## config.mk

```make
export PLATFORM = sky130hd
export DESIGN_NAME = mem_bist
export DESIGN_NICKNAME = d
export VERILOG_FILES = /design/src/rtl/mem_bist.sv
export SDC_FILE = /design/constraint.sdc
export NUM_CORES = 1
export LEC_CHECK = 0
export ABC_AREA = 1
export BUFFER_PORTS_ARGS = -buffer_cell sky130_fd_sc_hd__buf_2
export CAP_MARGIN = 20
export CORE_UTILIZATION = 50
export CTS_BUF_LIST = sky130_fd_sc_hd__clkbuf_16
export CTS_CLUSTER_DIAMETER = 100
export CTS_CLUSTER_SIZE = 16
export DETAILED_ROUTE_END_ITERATION = 8
export PLACE_DENSITY_LB_ADDON = 0.3
export SLEW_MARGIN = 5
export SYNTH_ARGS = -nofsm -noshare
export SYNTH_HDL_FRONTEND = slang
export SYNTH_SLANG_ARGS = --single-unit
```

## constraint.sdc

```tcl
create_clock -name clk -period 3.8 [get_ports clk]
set_input_delay 0.76 -clock clk [delete_from_list [all_inputs] [get_ports clk]]
set_output_delay 0.76 -clock clk [all_outputs]
set_load 0.1 [all_outputs]
```

## src/rtl/mem_bist.sv

```systemverilog
// March-style self-test initiator for the 32x8 memory on the mem_interf bus.
// Writes P, reads P, writes ~P, reads ~P, and records the first mismatch.
module mem_bist #(
   parameter int ADDR_WIDTH = 5,
   parameter int DATA_WIDTH = 8,
   parameter logic [DATA_WIDTH-1:0] SEED = 8'hA5,
   parameter int ERR_WIDTH = 6
) (
   input  logic                  clk,
   input  logic                  rst,
   input  logic                  start,
   output logic                  busy,
   output logic                  done,
   output logic                  pass,
   output logic [ERR_WIDTH-1:0]  err_count,
   output logic [ADDR_WIDTH-1:0] fail_addr,
   output logic [DATA_WIDTH-1:0] fail_exp,
   output logic [DATA_WIDTH-1:0] fail_got,
   output logic                  read,
   output logic                  write,
   output logic [ADDR_WIDTH-1:0] addr,
   output logic [DATA_WIDTH-1:0] data_in,
   input  logic [DATA_WIDTH-1:0] data_out
);

   typedef enum logic [2:0] {IDLE, WR0, RD0, WR1, RD1, DONE} state_t;

   localparam logic [ADDR_WIDTH-1:0] LAST = '1;
   localparam logic [ERR_WIDTH-1:0]  SAT  = '1;

   state_t                  state;
   logic                    drain;
   logic                    cmp_valid;
   logic [ADDR_WIDTH-1:0]   cmp_addr;
   logic [DATA_WIDTH-1:0]   cmp_exp;
   logic                    mismatch;
   logic [ERR_WIDTH-1:0]    err_next;

   function automatic logic [DATA_WIDTH-1:0] pat(input logic [ADDR_WIDTH-1:0] a);
      logic [DATA_WIDTH+ADDR_WIDTH-1:0] ext;
      ext = {{DATA_WIDTH{1'b0}}, a};
      return ext[DATA_WIDTH-1:0] ^ SEED;
   endfunction

   // data_out answers the read strobe of the previous cycle
   always_comb begin
      mismatch = cmp_valid && (data_out != cmp_exp);
      err_next = err_count;
      if (mismatch && err_count != SAT)
         err_next = err_count + 1'b1;
   end

   always_ff @(posedge clk or posedge rst) begin
      if (rst) begin
         state     <= IDLE;
         drain     <= 1'b0;
         cmp_valid <= 1'b0;
         cmp_addr  <= '0;
         cmp_exp   <= '0;
         busy      <= 1'b0;
         done      <= 1'b0;
         pass      <= 1'b0;
         err_count <= '0;
         fail_addr <= '0;
         fail_exp  <= '0;
         fail_got  <= '0;
         read      <= 1'b0;
         write     <= 1'b0;
         addr      <= '0;
         data_in   <= '0;
      end else begin
         cmp_valid <= read;
         cmp_addr  <= addr;
         cmp_exp   <= (state == RD1) ? ~pat(addr) : pat(addr);
         err_count <= err_next;
         if (mismatch && err_count == '0) begin
            fail_addr <= cmp_addr;
            fail_exp  <= cmp_exp;
            fail_got  <= data_out;
         end
         unique case (state)
            IDLE, DONE: begin
               if (start) begin
                  state     <= WR0;
                  busy      <= 1'b1;
                  done      <= 1'b0;
                  pass      <= 1'b0;
                  err_count <= '0;
                  fail_addr <= '0;
                  fail_exp  <= '0;
                  fail_got  <= '0;
                  addr      <= '0;
                  write     <= 1'b1;
                  data_in   <= pat('0);
               end
            end
            WR0: begin
               if (addr == LAST) begin
                  state   <= RD0;
                  addr    <= '0;
                  write   <= 1'b0;
                  read    <= 1'b1;
                  data_in <= '0;
               end else begin
                  addr    <= addr + 1'b1;
                  data_in <= pat(addr + 1'b1);
               end
            end
            RD0: begin
               if (drain) begin
                  drain   <= 1'b0;
                  state   <= WR1;
                  addr    <= '0;
                  write   <= 1'b1;
                  data_in <= ~pat('0);
               end else if (addr == LAST) begin
                  read  <= 1'b0;
                  drain <= 1'b1;
               end else begin
                  addr <= addr + 1'b1;
               end
            end
            WR1: begin
               if (addr == LAST) begin
                  state   <= RD1;
                  addr    <= '0;
                  write   <= 1'b0;
                  read    <= 1'b1;
                  data_in <= '0;
               end else begin
                  addr    <= addr + 1'b1;
                  data_in <= ~pat(addr + 1'b1);
               end
            end
            RD1: begin
               if (drain) begin
                  drain <= 1'b0;
                  state <= DONE;
                  addr  <= '0;
                  busy  <= 1'b0;
                  done  <= 1'b1;
                  pass  <= (err_next == '0);
               end else if (addr == LAST) begin
                  read  <= 1'b0;
                  drain <= 1'b1;
               end else begin
                  addr <= addr + 1'b1;
               end
            end
            default: state <= IDLE;
         endcase
      end
   end

endmodule

```

==> results.yml <==
yosys:
  synth_top_family_by_area: "simple AND/OR/NAND/NOR gates"
  yosysWarnings: 0
  ys_seq_area_share_pct: 52.3
  ys_seq_elements: 61
  synth_xor_area_share_pct: 4.50
  avgSynthCellArea_um2: 9.00
  synth_area_um2: 2920
  ys_types: 31
  syn_inst: 324
  synth_edf_count: 0
  synthFlopType: "dfrtp_1"
  synth-adder-area-share_pct: 2.15
  synth.net_count: 340
  yosys.area_share.simple_pct: 18.6
  muxShareOfSynthArea_pct: 0.772
  async_flop_share_pct: 100
  synth-compound-area-share_pct: 14.2
layout:
  final_nets: 401
  drive_gt1_share_pct: 27.0
  diodes: 0
  fin_util_pct: 63.7
  finalInstanceArea_um2: 3550
  area_growth_syn_to_layout_pct: 21.8
sta:
  finalSetupViolCount: 0
  worst_slack_ns: 1.58
  hold_viol: 0
  worst_slew_pin_slew_ns: 0.708
  whs_ns: 0.417
  relSlewSlack_pct: 52.7
  post-route-period-util_pct: 58.5
  layout_min_cycle_time_ns: 2.22
  max_freq_mhz: 449
  drv_slew: 0
  rsz0062_at_grt: "no"
  fin_worst_skew_ns: 0.00571
  setup_tns_ns: 0
clock_tree:
  cts_tree: "yes"
  clock_sinks: 61
  clk_latency_ns: 0.32
  cts.path.max_buffers: 2
  hold_buffers: 0
  cts_made_buffers: 9
  postCtsSetupBuffers: 0
  cts_htree_levels: 3
  post_cts_resized: 0
  clockRootBuffer: "clkbuf_16"
  path_clk_slew_ns: 0.05
floorplanning:
  die_y_um: 78.4
  io_pins: 56
  rows: 27
  die_area_um2: 6140
  start_util_pct: 52.3
  die_w_um: 78.4
  core_area_um2: 5570
global_routing:
  grt_overflow: 0
  grt_usage_pct: 23.6
  grt_max_degree: 35
  antenna_found_initial: 0
  grt_pass1_vias: 2324
  grt_pass1_wl_um: 11000
critical_path:
  crit_arrival_ns: 2.46
  cp.required_ns: 4.04
  r2r_start: "err_count[0]"
  endpoint_kind: "flop"
  worstSetupStartpointType: "flop"
  cp-startpoint: "err_count[0]"
  worstPathMaxFanout: 27
  critPathKind: "flop to flop"
hold_path:
  hold_start: "read"
  hold_class: "flop to flop"
placement:
  place_congestion: 0.837
  dpl.hpwl_um: 4460
  pre_cts_ws_ns: 1.32
  placedInstanceArea_um2: 3250
  io_buffer_count: 55
power:
  switching_power_mw: 1.39
  power_leakage_nw: 1.91
  pwr-share-comb_pct: 42.9
  swShare_pct: 46.5
  power.density_nw_per_um2: 844
  power.internal_mw: 1.61
  ir_drop_mv: 0.634
  p_seq_share_pct: 29.3
  power_frac_clock_pct: 27.8
detailed_routing:
  vias_per_cell: 5.15
  drtAntennaViolNets: 0
  firstDrtPassIters: 4
  drc: 0
  drt_iter0_drc: 104
  route.vias.total: 2372
  wirelength_um: 6380
  wl_per_cell_um: 13.8
run_status:
  status: "finished clean"
flow_run:
  drv_cap: 0
-- worst paths after layout --
| check | endpoint | slack [ns] | depth (start not counted) |
|---|---|---|---|
| worst max-delay path | fail_exp[5] | 1.58 | 8 |
| worst min-delay path | cmp_valid | 0.42 | 0 |
| worst max register to register | fail_exp[5] | 1.58 | 8 |
| worst min register to register | cmp_valid | 0.42 | 0 |
| max in group asynchronous | fail_got[7] | 2.57 | 3 |
| min in group asynchronous | write | 0.56 | 2 |
-- critical path: stages (launching register included) --
cell,delay [ns]
dfrtp_1,0.41
inv_1,0.11
ha_1,0.16
nand3_1,0.08
nor3_1,0.21
nand3_2,0.31
inv_2,0.57
nand2_1,0.14
a21oi_1,0.16
-- cells in the mapped netlist (2+ instances only) --
cell type | instances | share of area [%]
o21ai_1 | 3 | 0.51
nand3_1 | 11 | 1.9
buf_6 | 2 | 0.77
nand2_1 | 53 | 6.8
nor3_1 | 2 | 0.34
buf_4 | 2 | 0.51
inv_1 | 38 | 4.9
a21oi_1 | 11 | 1.9
xnor2_1 | 5 | 1.5
dfrtp_1 | 61 | 52
xor2_1 | 10 | 3.0
nor2_1 | 52 | 6.7
nand4_1 | 2 | 0.43
o31ai_1 | 2 | 0.51
mux2_2 | 2 | 0.77
buf_2 | 3 | 0.51
o21ai_0 | 23 | 3.9
inv_2 | 5 | 0.64
a31oi_1 | 2 | 0.43
ha_1 | 5 | 2.1
o21ai_2 | 20 | 6.0
-- power groups by stage --
stage | logic (mW) | clock network (mW) | registers, mW
5_1_grt | 1.39 | 0.873 | 0.895
4_1_cts | 1.29 | 0.846 | 0.878
3_3_place_gp | 1.26 | 0 | 0.886
2_1_floorplan | 0.621 | 0 | 1.35
3_5_place_dp | 1.28 | 0 | 0.886
6_report | 1.29 | 0.834 | 0.878
-- cell families after synthesis --
kind of cell	count (synthesis)
adder cells (fa/ha/maj)	5
buffers and inverters	51
XOR/XNOR	15
flip-flops	61
multiplexers	2
AND/OR/NAND/NOR	126
AO/OA/AOI/OAI	64
-- sequential cells by signal (all words and copies together), names as in the netlist --
name       flops
addr           5
busy           1
cmp_addr       5
cmp_exp        7
cmp_valid      1
data_in        7
done           1
drain          1
err_count      6
fail_addr      5
fail_exp       8
fail_got       8
pass           1
read           1
state          3
write          1
-- stage by stage --
step	power, mW	cells
2_1_floorplan	1.97	324
3_3_place_gp	2.15	446
3_5_place_dp	2.17	446
4_1_cts	3.01	461
5_1_grt	3.16	461
6_report	3.00	461
-- layout make-up --
class / count / area (um2)
fillers: 457 / 2020
flip-flops and latches: 61 / 1530
multi-input cells: 212 / 1170
clock inverters: 6 / 80.1
well taps: 72 / 90.1
inverters: 43 / 161
clock buffers: 9 / 225
repair buffers: 58 / 298
-- per-layer routing --
layer | part of all wire [%] | GRT usage, %
met1 | 43 | 28.8
met2 | 51 | 40.5
met3 | 4.2 | 4.77
met4 | 1.4 | 10.2
met5 | 0 | 0
-- cells in the final DEF (no fill, tap or decap), types with 2 or more instances in the layout --
master	netlist	final
a21oi_1	11	11
a31oi_1	2	2
buf_2	3	55
buf_4	2	3
bufinv_16	0	2
clkbuf_16	0	9
dfrtp_1	61	61
ha_1	5	5
inv_1	38	38
inv_2	5	6
mux2_2	2	2
nand2_1	53	53
nand3_1	11	11
nand4_1	2	2
nor2_1	52	52
nor3_1	2	2
o21ai_0	23	23
o21ai_1	3	3
o21ai_2	20	20
o31ai_1	2	2
xnor2_1	5	5
xor2_1	10	10
(Power assumes the default switching activity.)
